### src/rtl/keypad_req_if.sv
// Press-request channel between a key sequencer and the keypad emulator.
// The sequencer drives the request; the emulator reports readiness and progress.
interface keypad_req_if;
  logic       req_valid;
  logic       req_ready;
  logic [1:0] req_row;
  logic [1:0] req_col;
  logic       busy;
  logic       done;

  modport master (
    output req_valid, req_row, req_col,
    input  req_ready, busy, done
  );

  modport slave (
    input  req_valid, req_row, req_col,
    output req_ready, busy, done
  );
endinterface

### src/rtl/keypad_emulator.sv
// 4x4 active-low matrix keypad model: presses one requested key with optional
// contact bounce, a hold time and a release gap, answering the column scan on row.
module keypad_emulator #(
  parameter int HOLD_CYCLES   = 64,
  parameter int GAP_CYCLES    = 32,
  parameter int BOUNCE_CYCLES = 8
) (
  input  logic            clk,
  input  logic            reset,
  input  logic [3:0]      col,
  output logic [3:0]      row,
  output logic            key_active,
  keypad_req_if.slave     req
);

  localparam int MAX_HG  = (HOLD_CYCLES > GAP_CYCLES) ? HOLD_CYCLES : GAP_CYCLES;
  localparam int MAX_CYC = (MAX_HG > BOUNCE_CYCLES) ? MAX_HG : BOUNCE_CYCLES;
  localparam int CNT_RAW = $clog2(MAX_CYC + 1);
  // The bounce pattern reads cnt[1], so the counter is never narrower than 2 bits.
  localparam int CNT_W   = (CNT_RAW < 2) ? 2 : CNT_RAW;

  localparam logic [CNT_W-1:0] HOLD_LAST   = CNT_W'(HOLD_CYCLES - 1);
  localparam logic [CNT_W-1:0] GAP_LAST    = CNT_W'(GAP_CYCLES - 1);
  localparam logic [CNT_W-1:0] BOUNCE_LAST = CNT_W'((BOUNCE_CYCLES > 0) ? BOUNCE_CYCLES - 1 : 0);

  typedef enum logic [2:0] {
    IDLE       = 3'd0,
    BOUNCE_IN  = 3'd1,
    HOLD       = 3'd2,
    BOUNCE_OUT = 3'd3,
    GAP        = 3'd4
  } state_t;

  state_t           state_q, state_d;
  logic [CNT_W-1:0] cnt_q, cnt_d;
  logic             contact_q, contact_d;
  logic [1:0]       key_r_q, key_r_d;
  logic [1:0]       key_c_q, key_c_d;
  logic             handshake;

  function automatic logic [CNT_W-1:0] sat_inc(input logic [CNT_W-1:0] v);
    return (&v) ? v : v + CNT_W'(1);
  endfunction

  // Bounce toggles every two cycles, starting closed on entry.
  function automatic logic contact_of(input state_t s, input logic [CNT_W-1:0] c);
    case (s)
      BOUNCE_IN, BOUNCE_OUT: return ~c[1];
      HOLD:                  return 1'b1;
      default:               return 1'b0;
    endcase
  endfunction

  assign handshake = req.req_valid && req.req_ready;

  always_comb begin
    state_d = state_q;
    key_r_d = key_r_q;
    key_c_d = key_c_q;
    case (state_q)
      IDLE: begin
        if (handshake) begin
          key_r_d = req.req_row;
          key_c_d = req.req_col;
          state_d = (BOUNCE_CYCLES == 0) ? HOLD : BOUNCE_IN;
        end
      end
      BOUNCE_IN:  if (cnt_q == BOUNCE_LAST) state_d = HOLD;
      HOLD:       if (cnt_q == HOLD_LAST)   state_d = (BOUNCE_CYCLES == 0) ? GAP : BOUNCE_OUT;
      BOUNCE_OUT: if (cnt_q == BOUNCE_LAST) state_d = GAP;
      GAP:        if (cnt_q == GAP_LAST)    state_d = IDLE;
      default:    state_d = IDLE;
    endcase
    cnt_d     = (state_d != state_q) ? '0 : sat_inc(cnt_q);
    contact_d = contact_of(state_d, cnt_d);
  end

  always_ff @(posedge clk or negedge reset) begin
    if (!reset) begin
      state_q   <= IDLE;
      cnt_q     <= '0;
      contact_q <= 1'b0;
      key_r_q   <= 2'd0;
      key_c_q   <= 2'd0;
    end else begin
      state_q   <= state_d;
      cnt_q     <= cnt_d;
      contact_q <= contact_d;
      key_r_q   <= key_r_d;
      key_c_q   <= key_c_d;
    end
  end

  assign req.req_ready = (state_q == IDLE);
  assign req.busy      = (state_q != IDLE);
  assign req.done      = (state_q == GAP) && (cnt_q == GAP_LAST);
  assign key_active    = contact_q;

  // Unregistered path from col so a scanner sees the key in the cycle it drives the column.
  always_comb begin
    row = 4'hF;
    for (int i = 0; i < 4; i++) begin
      if (contact_q && (2'(i) == key_r_q) && !col[key_c_q]) row[i] = 1'b0;
    end
  end

endmodule

### src/flat_wrapper.sv
// flat-port wrapper written by rule: the top's interface ports become plain ports
module keypad_emulator_flat 
#(
  parameter int HOLD_CYCLES   = 64,
  parameter int GAP_CYCLES    = 32,
  parameter int BOUNCE_CYCLES = 8
)
  (clk, reset, col, row, key_active, req_req_valid, req_req_row, req_req_col, req_req_ready, req_busy, req_done);
  keypad_req_if req_i ();
  input  logic clk;
  input  logic reset;
  input  logic [3:0] col;
  output logic [3:0] row;
  output logic key_active;
  input wire logic [$bits(req_i.req_valid)-1:0] req_req_valid;
  input wire logic [$bits(req_i.req_row)-1:0] req_req_row;
  input wire logic [$bits(req_i.req_col)-1:0] req_req_col;
  output wire logic [$bits(req_i.req_ready)-1:0] req_req_ready;
  output wire logic [$bits(req_i.busy)-1:0] req_busy;
  output wire logic [$bits(req_i.done)-1:0] req_done;
  assign req_i.req_valid = req_req_valid;
  assign req_i.req_row = req_req_row;
  assign req_i.req_col = req_req_col;
  assign req_req_ready = req_i.req_ready;
  assign req_busy = req_i.busy;
  assign req_done = req_i.done;
  keypad_emulator #(.HOLD_CYCLES(HOLD_CYCLES), .GAP_CYCLES(GAP_CYCLES), .BOUNCE_CYCLES(BOUNCE_CYCLES)) u_core (.clk(clk), .reset(reset), .col(col), .row(row), .key_active(key_active), .req(req_i));
endmodule
### config.mk
export PLATFORM = sky130hd
export DESIGN_NAME = keypad_emulator_flat
export DESIGN_NICKNAME = d
export VERILOG_FILES = /design/src/rtl/keypad_req_if.sv /design/src/rtl/keypad_emulator.sv /design/src/flat_wrapper.sv
export SDC_FILE = /design/constraint.sdc
export NUM_CORES = 1
export LEC_CHECK = 0
export ABC_AREA = 1
export CAP_MARGIN = 15
export CORE_MARGIN = 5
export CORE_UTILIZATION = 52
export CTS_BUF_LIST = sky130_fd_sc_hd__clkbuf_8
export DETAILED_ROUTE_END_ITERATION = 16
export PLACE_DENSITY = 0.89
export SLEW_MARGIN = 15
export SYNTH_ARGS = -nofsm -noshare
export SYNTH_HDL_FRONTEND = slang
export SYNTH_SLANG_ARGS = --single-unit
### constraint.sdc
create_clock -name clk -period 2 [get_ports clk]
set_input_delay 0.2 -clock clk [delete_from_list [all_inputs] [get_ports clk]]
set_output_delay 0.2 -clock clk [all_outputs]
set_load 0.03 [all_outputs]
# Yosys cells after proc, flatten, opt, wreduce, memory -nomap -nowiden
# Index checks and enable logic that the tools add are counted.
# Widths: inputs -> output; s select.
[word_totals] regBits=15 in_bits=11 output_inout_bits=8 wordCells=56
[classes] addsub=1 order_cmp=1 n_eq_ne=15 mux=15 bitwise=1 reduce_logical=17
[op_table] cell="$mux 3" n=5
[op_table] cell="$pmux 3 s5" n=1
[op_table] cell="$mux 7" n=2
[op_table] cell="$eq 3x2->1 const B" n=4
[op_table] cell="$logic_and 1x1->1" n=10
[op_table] cell="$add 7x1->7 const B" n=1
[op_table] cell="$eq 7x3->1 const B" n=1
[op_table] cell="$eq 7x5->1 const B" n=1
[op_table] cell="$eq 7x6->1 const B" n=1
[op_table] cell="$reduce_and 7->1" n=1
[op_table] cell="$eq 3x1->1 const B" n=2
[op_table] cell="$mux 1" n=5
[op_table] cell="$eq 2x2->1 const A" n=2
[op_table] cell="$eq 3x3->1 const B" n=1
[op_table] cell="$logic_not 3->1" n=1
[op_table] cell="$lt 2x3->1 const B" n=1
[op_table] cell="$ne 3x3->1" n=1
[op_table] cell="$reduce_bool 3->1" n=1
[op_table] cell="$bmux 1 s2" n=1
[op_table] cell="$eq 1x2->1 const A" n=1
[op_table] cell="$logic_not 2->1" n=1
[op_table] cell="$ne 2x1->1 const B" n=1
[op_table] cell="$pmux 1 s2" n=1
[op_table] cell="$reduce_and 2->1" n=1
[op_table] cell="other kinds (3)" n=3

# Depth between registers and ports, before layout
[logic_depth] ltp_word=8 ltp_mapped=12 ltp_nobuf=12

# Worst setup path before layout
# OpenSTA, ideal clock, no wires.
[synth_timing] path_kind="reg2out" startpoint="register u_core.cnt_q[0]" endpoint="output req_done" arrival_time_ps=1660 required_time_ps=1800 setup_slack_ps=140 path_stages_with_launch=6 path_buffers=0 cell_sequence="dfrtp_1 > ha_1 > nand2_1 > inv_1 > nand3_1 > nor4_1"
[synth_via] elab_chain_len=2
[synth_lines] item="start, declared" line="keypad_emulator.sv:35" text="logic [CNT_W-1:0] cnt_q, cnt_d;"
[synth_lines] item="start signal, assigned" line="keypad_emulator.sv:87" text="cnt_q <= cnt_d;"
[synth_lines] item="$eq 7x5->1" line="keypad_emulator.sv:96" text="assign req.done = (state_q == GAP) && (cnt_q == GAP_LAST);"
[synth_lines] item="$logic_and 1x1->1" line="keypad_emulator.sv:96"
[synth_lines] item="end, declared" line="flat_wrapper.sv:20" text="output wire logic [$bits(req_i.done)-1:0] req_done;"
# Every way passes these cells.

# Final worst setup path
[layout_timing] startpoint="register u_core.state_q[0]" endpoint="output req_req_ready"
[layout_via] elab_chain_len=1
[layout_lines] item="start, declared" line="keypad_emulator.sv:34" text="state_t state_q, state_d;"
[layout_lines] item="start signal, assigned" line="keypad_emulator.sv:86" text="state_q <= state_d;"
[layout_lines] item="$logic_not 3->1" line="keypad_emulator.sv:94" text="assign req.req_ready = (state_q == IDLE);"
[layout_lines] item="end, declared" line="flat_wrapper.sv:18" text="output wire logic [$bits(req_i.req_ready)-1:0] req_req_ready;"
# Every way passes these cells.

==> impl_metrics.ini <==
[worst_setup_path]
crit_chain = nor2_2, nand2_4, inv_4, clkdlybuf4s50_1
worstPathMaxFanout = 7
crit_path_start_kind = flip-flop
worst_setup_path_end_kind = output port
cpMaxStageDelayCell = clkdlybuf4s50_1
worstPathArrival_ps = 1730
worstSetupPathType = reg -> out
crit_path_max_incr_delay_ps = 670
cp.required_ps = 1800

[finish]
synthToLayoutAreaGrowth_pct = 25.9
antenna_cells = 0
layout_common_cells = 20 x nand2_1, 15 x inv_1, 15 x dfrtp_1, 13 x clkdlybuf4s50_1, 12 x nor2_1
final_net_count = 147
layout_commonest_cell = nand2_1
final_cell_count_no_fill = 151
drive_above_1_share = 0.239

[clock_network]
h-tree-depth = 1
cts_tree = done
clk-insertion-delay-late_ps = 250
clock_path_buffers = 2
clk_pin_slew_ps = 60
cts_buffers = 3
cts_sinks = 15
cts_setup_buffers = 0
clockRootBuffer = clkbuf_8

[synth]
synth_top_area_share = 0.418
synth-simple-area-share = 0.373
avgSynthCellArea_um2 = 8.02
synth_top_family_by_area = simple AND/OR/NAND/NOR gates
synth.mux.area_fraction = 0.0125
synth-adder-area-share = 0.0139
syn_nets = 124
synth_top_cell_by_area = dfrtp_1
synth_top_cells_by_area = dfrtp_1 42%, nand2_1 8.4%, nor2_2 7.7%, inv_1 6.3%, nor2_1 5.0%
synthCells = 112
yosysWarningCount = 0
synth_xor_area_frac = 0.0390
synth_area_um2 = 898
synth_sequential_area_ratio = 0.418
yosysUniqueCellTypes = 24
synth_compound_area_frac = 0.0655
ys_ff_latch = 15

[timing]
period_share = 0.964
timing.setup.tns_ps = 0
slew_violations = 0
slew_headroom = 0.557
fmax_mhz = 519
layout_min_cycle_time_ps = 1930
worstMarginPinSlew_ps = 663
hold_violations = 0
setup_viol = 0
worst_slack_ps = 72.1
finClkSkew_ps = 0.707
rsz0062_at_grt = no

[floorplan]
core_area_mm2 = 0.00169
die_area_mm2 = 0.00266
start_util = 0.532
die_w_um = 51.6
ios = 19
die_h_um = 51.6
num_rows = 15

[outcome]
status = completed

[route]
drtAntennaViolNets = 0
drtPass1Iterations = 3
via_per_inst = 5.29
drt_iter0_drc = 17
drc = 0
routed_wl_mm = 1.89
dr_total_vias = 799
avgRoutedWirePerCell_um = 12.5

[global_routing]
grt_pass1_vias = 833
overflow = 0
antenna_found_initial = 0
grt_first_pass_wirelength_mm = 3.33
grt_usage = 0.167
grt_max_degree = 16

[pwr]
ir_drop_uv = 492
finalPower_uw = 584
powerDensity_mw_per_mm2 = 516
leakagePower_nw = 0.526

[placed_design]
pre_cts_ws_ps = 107
dp_hpwl_mm = 1.50
numPortBuffers = 18
gp_congestion = 0.868
dp_cells = 147

[job]
maxCapViolCount = 0

[worst_hold_path]
hold_class = in -> async
[metrics by stage]
stage / hold slack [ps] / util / cell area, um2
floorplan: -95.6 / - / 898
global placement: 523 / 0.645 / 1090
detailed placement: 538 / 0.645 / 1090
finish: 357 / 0.670 / 1130
CTS: 379 / 0.672 / 1130
global route: 413 / 0.670 / 1130
[what timing repair did]
action                                  CTS  global route
endpoints found under the setup margin    1             1
hold buffers                              0             0
cloned                                    0             0
gates resized for setup                   1             3
[flip-flops by register name, indices dropped and copies added (netlist names)]
register / flops
u_core.state_q: 3
u_core.key_r_q: 2
u_core.key_c_q: 2
u_core.key_active: 1
u_core.cnt_q: 7
[critical path, delay by kind of cell, from the launching register on]
kind | cells | cell delay, ps
flip-flops | 1 | 460
buffers and inverters | 2 | 750
AND/OR/NAND/NOR | 2 | 270
[report_power, final]
part	switching, mW	total [mW]	internal, mW
clock	0.109	0.247	0.138
combinational	0.0134	0.0334	0.0199
sequential	0	0.303	0.303
total	0.123	0.584	0.461
[logic make-up (layout without fill, tap and decap cells)]
kind of cell,count (synthesis),in the layout
buf+inv,18,40
compound gates,10,10
simple gates,63,63
xor+xnor,4,4
flops,15,15
mux,1,1
fa+ha+maj,1,1
[layout make-up]
class	instances	area [um2]
multi-input cells	79	453
clock inverters	1	5.00
clock buffers	3	41.3
fillers	139	558
well taps	17	21.3
repair buffers	18	165
flip-flops and latches	15	375
inverters	18	70.1
[metal layers]
layer | vias up | part of all wire | global-route usage
li1 | 399 | - | -
met1 | 374 | 0.41 | 0.167
met2 | 20 | 0.51 | 0.322
met3 | 6 | 0.054 | 0.0430
met4 | 0 | 0.022 | 0.0655
met5 | - | 0 | 0
[cell usage after synthesis]
| library cell | count |
|---|---|
| o21ai_1 | 1 |
| xnor2_1 | 1 |
| nand2_8 | 1 |
| nor2_4 | 1 |
| dfrtp_1 | 15 |
| ha_1 | 1 |
| nand2_2 | 3 |
| nor4_1 | 1 |
| mux2_2 | 1 |
| nand4_1 | 6 |
| a21oi_1 | 4 |
| o21ai_0 | 3 |
| xor2_1 | 3 |
| nand2_1 | 20 |
| nand2_4 | 2 |
| inv_4 | 1 |
| nor2_2 | 11 |
| nor3_1 | 1 |
| nor2_1 | 12 |
| inv_2 | 2 |
| nand3_1 | 5 |
| o21ai_2 | 1 |
| inv_1 | 15 |
| o32a_1 | 1 |
[worst paths after layout]
check / end / slack, ps / startpoint / cells after the start
setup / recovery: req_req_ready / 70 / u_core.state_q[0]$_DFF_PN0_ / 4
hold / removal: u_core.key_r_q[1]$_DFFE_PN0P_ / 360 / reset / 1
setup reg to reg: u_core.key_active$_DFF_PN0_ / 350 / u_core.cnt_q[0]$_DFFE_PN0P_ / 10
hold reg to reg: u_core.key_c_q[1]$_DFFE_PN0P_ / 540 / u_core.key_c_q[1]$_DFFE_PN0P_ / 1
max in group asynchronous: u_core.cnt_q[0]$_DFFE_PN0P_ / 1220 / reset / 1
min in group clk: u_core.key_r_q[0]$_DFFE_PN0P_ / 530 / req_req_row[0] / 3
No activity file was read; power rests on OpenSTA's default activity.
